$ cat config.mk
export PLATFORM = sky130hd
export DESIGN_NAME = keyboard_rx_ctrl
export DESIGN_NICKNAME = d
export VERILOG_FILES = /design/src/rtl/keyboard_rx_ctrl.sv
export SDC_FILE = /design/constraint.sdc
export NUM_CORES = 1
export LEC_CHECK = 0
export CAP_MARGIN = 20
export CORE_MARGIN = 2
export CORE_UTILIZATION = 48
export CTS_BUF_LIST = sky130_fd_sc_hd__clkbuf_4
export CTS_CLUSTER_SIZE = 16
export DETAILED_ROUTE_END_ITERATION = 8
export HOLD_SLACK_MARGIN = 0.15
export PLACE_DENSITY = 0.71
export SYNTH_ARGS = -nofsm -noshare
export SYNTH_HDL_FRONTEND = slang
export SYNTH_SLANG_ARGS = --single-unit
$ cat constraint.sdc
create_clock -name clk -period 2 [get_ports clk]
set_clock_uncertainty 0.05 [all_clocks]
set_input_delay 0.2 -clock clk [delete_from_list [all_inputs] [get_ports clk]]
set_output_delay 0.2 -clock clk [all_outputs]
set_load 0.03 [all_outputs]
$ cat src/rtl/keyboard_rx_ctrl.sv
// PS/2 keyboard receiver: synchronises the PS/2 lines, deframes 11-bit frames and keeps
// the last four good scan codes for the display.
module keyboard_rx_ctrl #(
  parameter int unsigned TIMEOUT_CYCLES = 100000
) (
  input  logic        clk,
  input  logic        reset,
  input  logic        ps2_clk,
  input  logic        ps2_data,
  output logic [31:0] keyb_char,
  output logic        code_valid,
  output logic        parity_err,
  output logic        frame_err
);

  localparam int unsigned CntW = $clog2(TIMEOUT_CYCLES) + 1;
  localparam logic [CntW-1:0] TermCnt = CntW'(TIMEOUT_CYCLES - 1);

  typedef enum logic [1:0] {StIdle, StData, StParity, StStop} state_e;

  logic ps2_clk_m, ps2_clk_s, ps2_clk_d;
  logic ps2_data_m, ps2_data_s;
  logic fall;

  state_e          state_q, state_d;
  logic [7:0]      shift_q, shift_d;
  logic [2:0]      bit_cnt_q, bit_cnt_d;
  logic            par_q, par_d;
  logic [CntW-1:0] tmo_q, tmo_d;
  logic [31:0]     char_q, char_d;
  logic            valid_q, valid_d;
  logic            perr_q, perr_d;
  logic            ferr_q, ferr_d;

  assign fall = ps2_clk_d & ~ps2_clk_s;

  always_comb begin
    state_d   = state_q;
    shift_d   = shift_q;
    bit_cnt_d = bit_cnt_q;
    par_d     = par_q;
    tmo_d     = tmo_q;
    char_d    = char_q;
    valid_d   = 1'b0;
    perr_d    = 1'b0;
    ferr_d    = 1'b0;

    // A PS/2 edge always wins over the terminal count, so the counter cannot wrap.
    if (state_q == StIdle || fall) begin
      tmo_d = '0;
    end else if (tmo_q == TermCnt) begin
      tmo_d   = '0;
      state_d = StIdle;
      shift_d = '0;
      ferr_d  = 1'b1;
    end else begin
      tmo_d = tmo_q + CntW'(1);
    end

    unique case (state_q)
      StIdle: begin
        if (fall && !ps2_data_s) begin
          state_d   = StData;
          bit_cnt_d = '0;
          shift_d   = '0;
        end
      end
      StData: begin
        if (fall) begin
          shift_d   = {ps2_data_s, shift_q[7:1]};
          bit_cnt_d = bit_cnt_q + 3'd1;
          if (bit_cnt_q == 3'd7) state_d = StParity;
        end
      end
      StParity: begin
        if (fall) begin
          par_d   = ps2_data_s;
          state_d = StStop;
        end
      end
      StStop: begin
        if (fall) begin
          state_d = StIdle;
          if (!ps2_data_s) begin
            ferr_d = 1'b1;
          end else if (!(^{shift_q, par_q})) begin
            perr_d = 1'b1;
          end else begin
            char_d  = {char_q[23:0], shift_q};
            valid_d = 1'b1;
          end
        end
      end
      default: state_d = StIdle;
    endcase
  end

  always_ff @(posedge clk) begin
    if (reset) begin
      ps2_clk_m  <= 1'b1;
      ps2_clk_s  <= 1'b1;
      ps2_clk_d  <= 1'b1;
      ps2_data_m <= 1'b1;
      ps2_data_s <= 1'b1;
      state_q    <= StIdle;
      shift_q    <= '0;
      bit_cnt_q  <= '0;
      par_q      <= 1'b0;
      tmo_q      <= '0;
      char_q     <= '0;
      valid_q    <= 1'b0;
      perr_q     <= 1'b0;
      ferr_q     <= 1'b0;
    end else begin
      ps2_clk_m  <= ps2_clk;
      ps2_clk_s  <= ps2_clk_m;
      ps2_clk_d  <= ps2_clk_s;
      ps2_data_m <= ps2_data;
      ps2_data_s <= ps2_data_m;
      state_q    <= state_d;
      shift_q    <= shift_d;
      bit_cnt_q  <= bit_cnt_d;
      par_q      <= par_d;
      tmo_q      <= tmo_d;
      char_q     <= char_d;
      valid_q    <= valid_d;
      perr_q     <= perr_d;
      ferr_q     <= ferr_d;
    end
  end

  assign keyb_char  = char_q;
  assign code_valid = valid_q;
  assign parity_err = perr_q;
  assign frame_err  = ferr_q;

endmodule

======== After elaboration in Yosys (flattened, before gate mapping) ========
Cells that the tools add are included.
word-level totals
  bits in registers ....................... 72
  bits in latches ......................... 0
  memory bits (writable) .................. 0
  memory bits (read-only) ................. 0
  output and inout bits ................... 35
  memories ................................ 0
operators by class
  add/sub/neg operators ................... 2
  multiply operators ...................... 0
  divide/modulo/power cells ............... 0
  magnitude comparators ................... 0
  equal/unequal tests ..................... 7
  shift operators ......................... 0
  mux-type cells .......................... 23
  bitwise logic cells ..................... 5
  reductions and logical operators ........ 11
operator list
  cell                     number
  $mux W8                  4
  $add A18 B1 Y18 const B  1
  $eq A18 B17 Y1 const B   1
  $pmux W8 S2              1
  $mux W2                  7
  $reduce_xor A9 Y1        1
  $pmux W2 S4              1
  $mux W1                  7
  $mux W3                  2
  $pmux W3 S2              1
  $eq A2 B2 Y1 const B     2
  $not A1 Y1               4
  $reduce_and A4 Y1        1
  $reduce_or A4 Y1         1
  $add A3 B1 Y3 const B    1
  $eq A3 B3 Y1 const B     1
  $reduce_and A3 Y1        1
  $reduce_or A3 Y1         1
  $eq A2 B1 Y1 const B     1
  $logic_not A2 Y1         1
  $ne A2 B1 Y1 const B     1
  $ne A2 B2 Y1 const B     1
  $reduce_and A2 Y1        1
  $reduce_bool A2 Y1       1
  4 further kinds          4

======== Longest topological paths before layout ========
Gate-level depths: netlist of run 1.
  word-level depth ........................ 7
  gate-level depth with buffers ........... 7
  gate-level depth less buffers ........... 6

======== Least setup slack after synthesis of run 1 ========
No wires, ideal clock.
  kind .................................... register to register
  start point ............................. register tmo_q[0]
  end point ............................... register tmo_q[10]
  library setup time ...................... 0.128 ns
  arrival time ............................ 1.693 ns
  required time ........................... 1.822 ns
  slack ................................... 0.129 ns
  stages on the path, launching flop included .. 8
  buffers on the path ..................... 1
  clock period less this slack ............ 1.871 ns
  cell sequence ........................... dfxtp_1 > ha_1 > and4_1 > and2_1 > nand4_1 > nand2_1 > clkbuf_1 > nor2_1
between the ends
  longest elaborated chain between the ends .. 2
  elaborated cells between the ends (all ways) .. 3
ends and longest elaborated chain
  element                                                                  line  RTL
  from (decl)                                                              29    logic [CntW-1:0] tmo_q, tmo_d;
  from (signal assigned)                                                   124   tmo_q <= tmo_d;
  parallel branches: the longest is 2 deep, another holds $add A18 B1 Y18  --
Several ways; the timed one is not identified.
A chain may end at the register's enable or synchronous reset.

======== Worst setup path in the final report of run 1 ========
  start point ............................. register shift_q[0]
  end point ............................... register char_q[13], in the netlist keyb_char[13]
between the ends
  longest elaborated chain between the ends .. 2
ends and longest elaborated chain
  element                      line  RTL
  from (decl)                  26    logic [7:0] shift_q, shift_d;
  from (signal assigned)       121   shift_q <= shift_d;
  $reduce_xor A9 Y1            86    end else if (!(^{shift_q, par_q})) begin
  $reduce_and A4 Y1 (no line)  --
  to (signal assigned)         125   char_q <= char_d;
  to (decl)                    30    logic [31:0] char_q, char_d;
No other way between the ends.

==> results of run 1 <==
[sequential cells by signal (all words and copies together), names as in the netlist]
signal,count
keyb_char,32
tmo_q,18
shift_q,8
bit_cnt_q,3
state_q,2
code_valid,1
frame_err,1
par_q,1
parity_err,1
ps2_clk_d,1
ps2_clk_m,1
ps2_clk_s,1
ps2_data_m,1
ps2_data_s,1
[final cells by class]
class                   instances  area [µm²]
flip-flops and latches         72        1440
inverters                       3        11.3
repair buffers                 67         636
fillers                       535        2230
clock inverters                 4        21.3
clock buffers                  12        90.1
well taps                      75        93.8
multi-input cells             207        1430
[metrics by stage]
step | cell area [µm²] | total power [W] | setup TNS, ns
2_1_floorplan | 2980 | 0.00152 | 0
3_3_place_gp | 3520 | 0.00154 | -11.12
3_5_place_dp | 3520 | 0.00154 | -10.86
4_1_cts | 3720 | 0.00229 | 0
5_1_grt | 3730 | 0.00237 | 0
6_report | 3730 | 0.00226 | 0
[worst max-delay path, stage by stage, from the launching register on]
cell and delay, ns:
dfxtp_1 0.34, xnor2_1 0.23, xnor2_1 0.09, buf_4 0.14, xnor3_1 0.34, nor2b_4 0.24, buf_12 0.15, mux2i_1 0.18
[Yosys cell counts (2+ instances only)]
| library cell | n | area share (%) |
|---|---|---|
| nand2b_1 | 38 | 8.0 |
| clkbuf_1 | 10 | 1.3 |
| nand2_1 | 10 | 1.3 |
| nand4_1 | 4 | 0.84 |
| o211ai_1 | 2 | 0.50 |
| or2b_1 | 2 | 0.50 |
| buf_12 | 3 | 2.0 |
| nor2_1 | 36 | 4.5 |
| o21a_1 | 2 | 0.50 |
| inv_1 | 3 | 0.38 |
| a22oi_1 | 8 | 2.0 |
| xor2_1 | 8 | 2.4 |
| or2_2 | 5 | 1.0 |
| ha_1 | 3 | 1.3 |
| nand3_1 | 7 | 1.2 |
| a21oi_1 | 4 | 0.67 |
| and2_1 | 2 | 0.42 |
| mux2i_1 | 33 | 11 |
| nor2b_1 | 2 | 0.42 |
| o21ai_0 | 5 | 0.84 |
| dfxtp_1 | 72 | 48 |
| and3_1 | 6 | 1.3 |
| xnor2_1 | 15 | 4.4 |
| nor4_1 | 3 | 0.63 |
| nor3_1 | 3 | 0.50 |
[cell families (layout without fill, tap and decap cells)]
kind of cell | after synthesis | in the layout
fa+ha+maj | 3 | 3
compound gates | 24 | 24
simple gates | 122 | 123
flops | 72 | 72
buf+inv | 17 | 86
mux | 33 | 33
xor+xnor | 24 | 24
[power by group through the flow]
stage	combinational, W	sequential [W]	clock, W
floorplan	0.0000353	0.00148	0
global placement	0.0000629	0.00148	0
detailed placement	0.0000631	0.00148	0
CTS	0.0000631	0.00144	0.000787
global route	0.0000669	0.00145	0.000853
finish	0.0000624	0.00144	0.000757
[worst max-delay path by stage]
stage	startpoint	to	slack, ns
floorplan	tmo_q[0]$_SDFF_PP0_	tmo_q[10]$_SDFF_PP0_	0.13
global placement	shift_q[0]$_SDFF_PP0_	keyb_char[15]$_SDFFE_PP0P_	-0.35
detailed placement	shift_q[0]$_SDFF_PP0_	keyb_char[10]$_SDFFE_PP0P_	-0.36
CTS	tmo_q[0]$_SDFF_PP0_	shift_q[3]$_SDFF_PP0_	0.08
global route	tmo_q[1]$_SDFF_PP0_	shift_q[6]$_SDFF_PP0_	0.008
finish	shift_q[0]$_SDFF_PP0_	keyb_char[13]$_SDFFE_PP0P_	0.17
[what timing repair did]
item / 4_1_cts / 5_1_grt
setup buffers: 4 / 1
pin swaps: 0 / 1
hold buffers: 0 / 0
gates resized for setup: 1 / 1
endpoints found under the setup margin: 32 / 26
cloned: 1 / 0
[per-layer routing]
metal	up-vias	part of all wire (%)	track usage, %
li1	1129	-	-
met1	1031	48	22.5
met2	30	47	28.1
met3	4	3.2	5.95
met4	0	1.1	8.03
met5	-	0	0
==> impl_metrics.py, run 1 <==
metrics = {
    "clock_network": {
        "clkTransAtPathRegs_ns": 0.11,
        "cts.htree.levels": 3,
        "cts_tree": "built",
        "cts_made_buffers": 9,
        "cts_sinks": 72,
        "root_buffer": "clkbuf_4",
        "insertion_delay_ns": 0.39,
        "clockBufferDepth": 2,
    },
    "floorplanning": {
        "core_um2": 5960,
        "start_util_pct": 50.0,
        "rows": 28,
        "num_io_pins": 39,
        "die_w_um": 82.8,
        "die_y_um": 82.8,
        "dieArea_um2": 6850,
    },
    "placement": {
        "dp_cells": 418,
        "dp_hpwl_mm": 3.76,
        "routabilityCongestion": 0.792,
        "portBuffers": 38,
        "post-place-ws_ns": -0.357,
    },
    "timing": {
        "maxSlewHeadroom_pct": 61.0,
        "hold_viol": 0,
        "slew_violations": 0,
        "layout_worst_path_cycle_share_pct": 91.3,
        "rsz0062_at_grt": "no",
        "fmax_mhz": 548,
        "fin_crit_ns": 1.83,
        "worstMarginPinSlew_ns": 0.580,
        "setup_viol": 0,
        "setup_ws_ns": 0.174,
        "whs_ns": 0.306,
    },
    "yosys": {
        "synth_xor_area_share_pct": 7.52,
        "synth_edf_count": 0,
        "async_flop_share_pct": 0,
        "yosys.area_share.simple_pct": 22.3,
        "synth_top_family_by_area": "simple AND/OR/NAND/NOR gates",
        "ys.flop_type": "dfxtp_1",
        "synth_compound_area_share_pct": 5.38,
        "ys_types": 34,
        "syn-num-nets": 302,
        "synth_seq_area_share_pct": 48.4,
        "synth_fa_ha_area_share_pct": 1.26,
        "avgSynthCellArea_um2": 10.1,
        "muxShareOfSynthArea_pct": 11.1,
        "synth.cell_area_um2": 2980,
        "yosysWarningCount": 0,
        "synthCells": 295,
        "ys_seq_elements": 72,
    },
    "global_route": {
        "grt_max_degree": 34,
        "antenna_found_initial": 0,
        "grt_pass1_vias": 1991,
        "grt_overflow_total": 0,
        "grt_pass1_wl_mm": 9.06,
        "track_usage_pct": 17.9,
    },
    "min_path": {
        "whs_endpoint": "ps2_clk_m$_SDFF_PP1_",
        "hp-class": "in2reg",
        "min_from": "ps2_clk",
        "holdPathStages": 2,
    },
    "detailed_routing": {
        "routed_via_density": 4.99,
        "drc": 0,
        "first_pass_iters": 4,
        "detail-route-antenna-nets": 0,
        "drtIter0Drc": 101,
        "vias": 2194,
        "post_drt_wl_per_cell_um": 12.5,
        "wl_mm": 5.49,
    },
    "final_layout": {
        "n_antenna_cell": 0,
        "syn2layout_area_growth_pct": 25.1,
        "final_cell_mix": "dfxtp_1 (71), nand2b_1 (38), clkdlybuf4s50_1 (38)",
        "drive_gt1_share_pct": 14.5,
        "final_cells": 440,
        "final_common_cell": "dfxtp_1",
        "post-route-util_pct": 62.6,
        "nets": 367,
    },
    "power": {
        "switchingPower_w": 0.000501,
        "p_int_w": 0.00176,
        "p_per_area_nw_per_um2": 607,
        "sequentialPowerShare_pct": 63.8,
        "power.leakage_nw": 1.28,
        "pwr-share-comb_pct": 2.8,
        "clkPwrFrac_pct": 33.4,
        "swShare_pct": 22.1,
        "ir_worst_vdd_mv": 0.467,
    },
    "setup_path": {
        "critPathLaunchType": "flop",
        "crit_arrival_ns": 2.10,
        "cp.required_ns": 2.28,
        "rrSetupSlack_ns": 0.17,
        "path_class": "reg2reg",
        "critical_path.max_fanout": 7,
        "r2r-start": "shift_q[0]$_SDFF_PP0_",
        "rr_worst_depth": 7,
        "timing.rr.end": "keyb_char[13]$_SDFFE_PP0P_",
        "endpoint_kind": "flop",
    },
    "run": {
        "drv_cap": 0,
    },
    "outcome": {
        "status": "complete, no violations",
    },
}
Note: power is estimated with default switching activity, not from simulation.
==> run 2, diff against run 1 <==
GPL_ROUTABILITY_DRIVEN = 0   (was default)
clock period = 1.7 ns   (was 2 ns; I/O delays follow)
==> run 2 against run 1 <==
The flow now finishes with violations (negative setup slack). Sequential power increased by 18%. Die area unchanged. Core utilization increased by 2.1 points. Power increased by 31%. Cell count decreased by 0.68%. Sequential cell count unchanged. Register-to-register slack got worse by 0.20 ns. Largest power group unchanged.
==> impl_metrics.py, run 2 (synthesized netlist as in run 1, its figures left out) <==
metrics = {
    "timing": {
        "setup_ws_ns": -0.0260,
        "fin_crit_ns": 1.73,
        "worstMarginPinSlew_ns": 0.642,
        "rsz0062_at_grt": "yes",
        "hold_viol": 0,
        "maxSlewHeadroom_pct": 56.8,
        "fmax_mhz": 579,
        "layout_worst_path_cycle_share_pct": 102,
        "slew_violations": 0,
        "fin_tns_setup_ns": -0.0436,
        "setup_viol": 4,
    },
    "global_route": {
        "track_usage_pct": 17.9,
        "grt_max_degree": 19,
        "grt_pass1_vias": 2075,
        "grt_pass1_wl_mm": 9.22,
        "antenna_found_initial": 0,
        "grt_overflow_total": 0,
    },
    "clock_network": {
        "cts_tree": "built",
        "cts_made_buffers": 9,
        "clockBufferDepth": 2,
        "cts.htree.levels": 3,
        "root_buffer": "clkbuf_4",
        "clkTransAtPathRegs_ns": 0.12,
        "cts_hold_buf": 0,
        "cts_sinks": 72,
        "insertion_delay_ns": 0.42,
    },
    "detailed_routing": {
        "routed_via_density": 5.02,
        "drc": 0,
        "post_drt_wl_per_cell_um": 12.6,
        "vias": 2193,
        "first_pass_iters": 4,
        "drtIter0Drc": 62,
        "wl_mm": 5.50,
        "detail-route-antenna-nets": 0,
    },
    "outcome": {
        "status": "finished with violations",
        "failed_checks": "negative setup slack",
    },
    "power": {
        "ir_worst_vdd_mv": 0.594,
        "sequentialPowerShare_pct": 57.2,
        "clkPwrFrac_pct": 40.2,
        "p_int_w": 0.00234,
        "swShare_pct": 21.2,
        "p_per_area_nw_per_um2": 771,
        "pwr-share-comb_pct": 2.6,
        "switchingPower_w": 0.000631,
        "power.leakage_nw": 1.71,
    },
    "setup_path": {
        "path_class": "reg2reg",
        "cp.required_ns": 2.00,
        "timing.rr.end": "keyb_char[13]$_SDFFE_PP0P_",
        "crit_arrival_ns": 2.03,
        "rr_worst_depth": 6,
        "critical_path.max_fanout": 14,
        "r2r-start": "shift_q[6]$_SDFF_PP0_",
        "critPathLaunchType": "flop",
        "rrSetupSlack_ns": -0.03,
        "endpoint_kind": "flop",
    },
    "final_layout": {
        "nets": 364,
        "post-route-util_pct": 64.7,
        "largest_reg_flops": 32,
        "final_cell_mix": "dfxtp_1 (67), nand2b_1 (38), nor2_1 (36)",
        "n_antenna_cell": 0,
        "final_common_cell": "dfxtp_1",
        "syn2layout_area_growth_pct": 29.3,
        "num-fill-cells": 515,
        "drive_gt1_share_pct": 18.0,
    },
    "floorplanning": {
        "start_util_pct": 50.0,
        "rows": 28,
        "core_um2": 5960,
        "num_io_pins": 39,
        "die_y_um": 82.8,
        "dieArea_um2": 6850,
        "die_w_um": 82.8,
    },
    "run": {
        "drv_cap": 0,
    },
    "min_path": {
        "holdPathStages": 2,
        "min_from": "ps2_data",
        "hp-class": "in2reg",
        "whs_endpoint": "ps2_data_m$_SDFF_PP1_",
    },
    "placement": {
        "portBuffers": 38,
        "dp_hpwl_mm": 3.82,
    },
}
run 2: changes by cell type in the layout (fill, tap and decap cells not counted), sizes merged:
cell and delta:
buf -2, bufinv +2, clkbuf -2, clkdlybuf4s50 -32, clkinv -1, clkinvlp +1
dlygate4sd2 +15, dlymetal6s2s +17, nor2b -1
run 2: worst max-delay path by stage:
stage / startpoint / endpoint / slack, ns / cells past startpoint
global placement: tmo_q[1]$_SDFF_PP0_ / shift_q[4]$_SDFF_PP0_ / -0.04 / 7
finish: shift_q[6]$_SDFF_PP0_ / keyb_char[13]$_SDFFE_PP0P_ / -0.03 / 6
detailed placement: tmo_q[1]$_SDFF_PP0_ / shift_q[4]$_SDFF_PP0_ / -0.04 / 7
floorplan: tmo_q[0]$_SDFF_PP0_ / tmo_q[16]$_SDFF_PP0_ / 0.003 / 7
global route: shift_q[4]$_SDFF_PP0_ / keyb_char[6]$_SDFFE_PP0P_ / -0.15 / 6
CTS: shift_q[3]$_SDFF_PP0_ / keyb_char[21]$_SDFFE_PP0P_ / -0.07 / 7
run 2: final cells by class:
class,instances,area [µm²],area share (%)
clock buffers,10,75.1,1.95
clock inverters,6,83.8,2.18
inverters,3,11.3,0.292
multi-input cells,206,1480,38.5
flip-flops and latches,72,1450,37.6
well taps,75,93.8,2.44
repair buffers,65,657,17.1
run 2: what timing repair did:
action,CTS,global route
pin swaps,3,4
gates cloned,1,0
endpoints found under the setup margin,49,69
gates resized for setup,22,20
setup buffers,3,1
run 2: layer usage:
metal | part of all wire [%] | track usage [%] | wire [µm]
met5 | 0 | 0 | 0
met4 | 1.5 | 7.87 | 80
met1 | 49 | 22.4 | 2690
met2 | 46 | 28.5 | 2530
met3 | 3.7 | 5.52 | 202
run 2: through the flow:
stage,hold WS (ns),instances,total power [W],setup WS [ns],instance area (µm²)
floorplan,0.224,295,0.00178,0.00334,3030
global placement,0.343,418,0.00182,-0.0360,3600
detailed placement,0.348,418,0.00182,-0.0444,3600
CTS,0.228,437,0.00301,-0.0663,3830
global route,0.237,437,0.00308,-0.150,3850
finish,0.252,437,0.00297,-0.0260,3850
run 2: critical path, stage by stage (launching register included):
cell and delay, ns:
dfxtp_1 0.35, xnor2_2 0.15, xnor2_2 0.22, xnor3_1 0.26
nor2b_4 0.23, buf_12 0.19, mux2i_1 0.21
run 2: power groups by stage:
stage	clock network (W)	registers, W	logic [W]
4_1_cts	0.00123	0.00170	0.0000783
5_1_grt	0.00129	0.00170	0.0000842
3_3_place_gp	0	0.00174	0.0000775
6_report	0.00119	0.00170	0.0000781
3_5_place_dp	0	0.00174	0.0000780
2_1_floorplan	0	0.00174	0.0000424
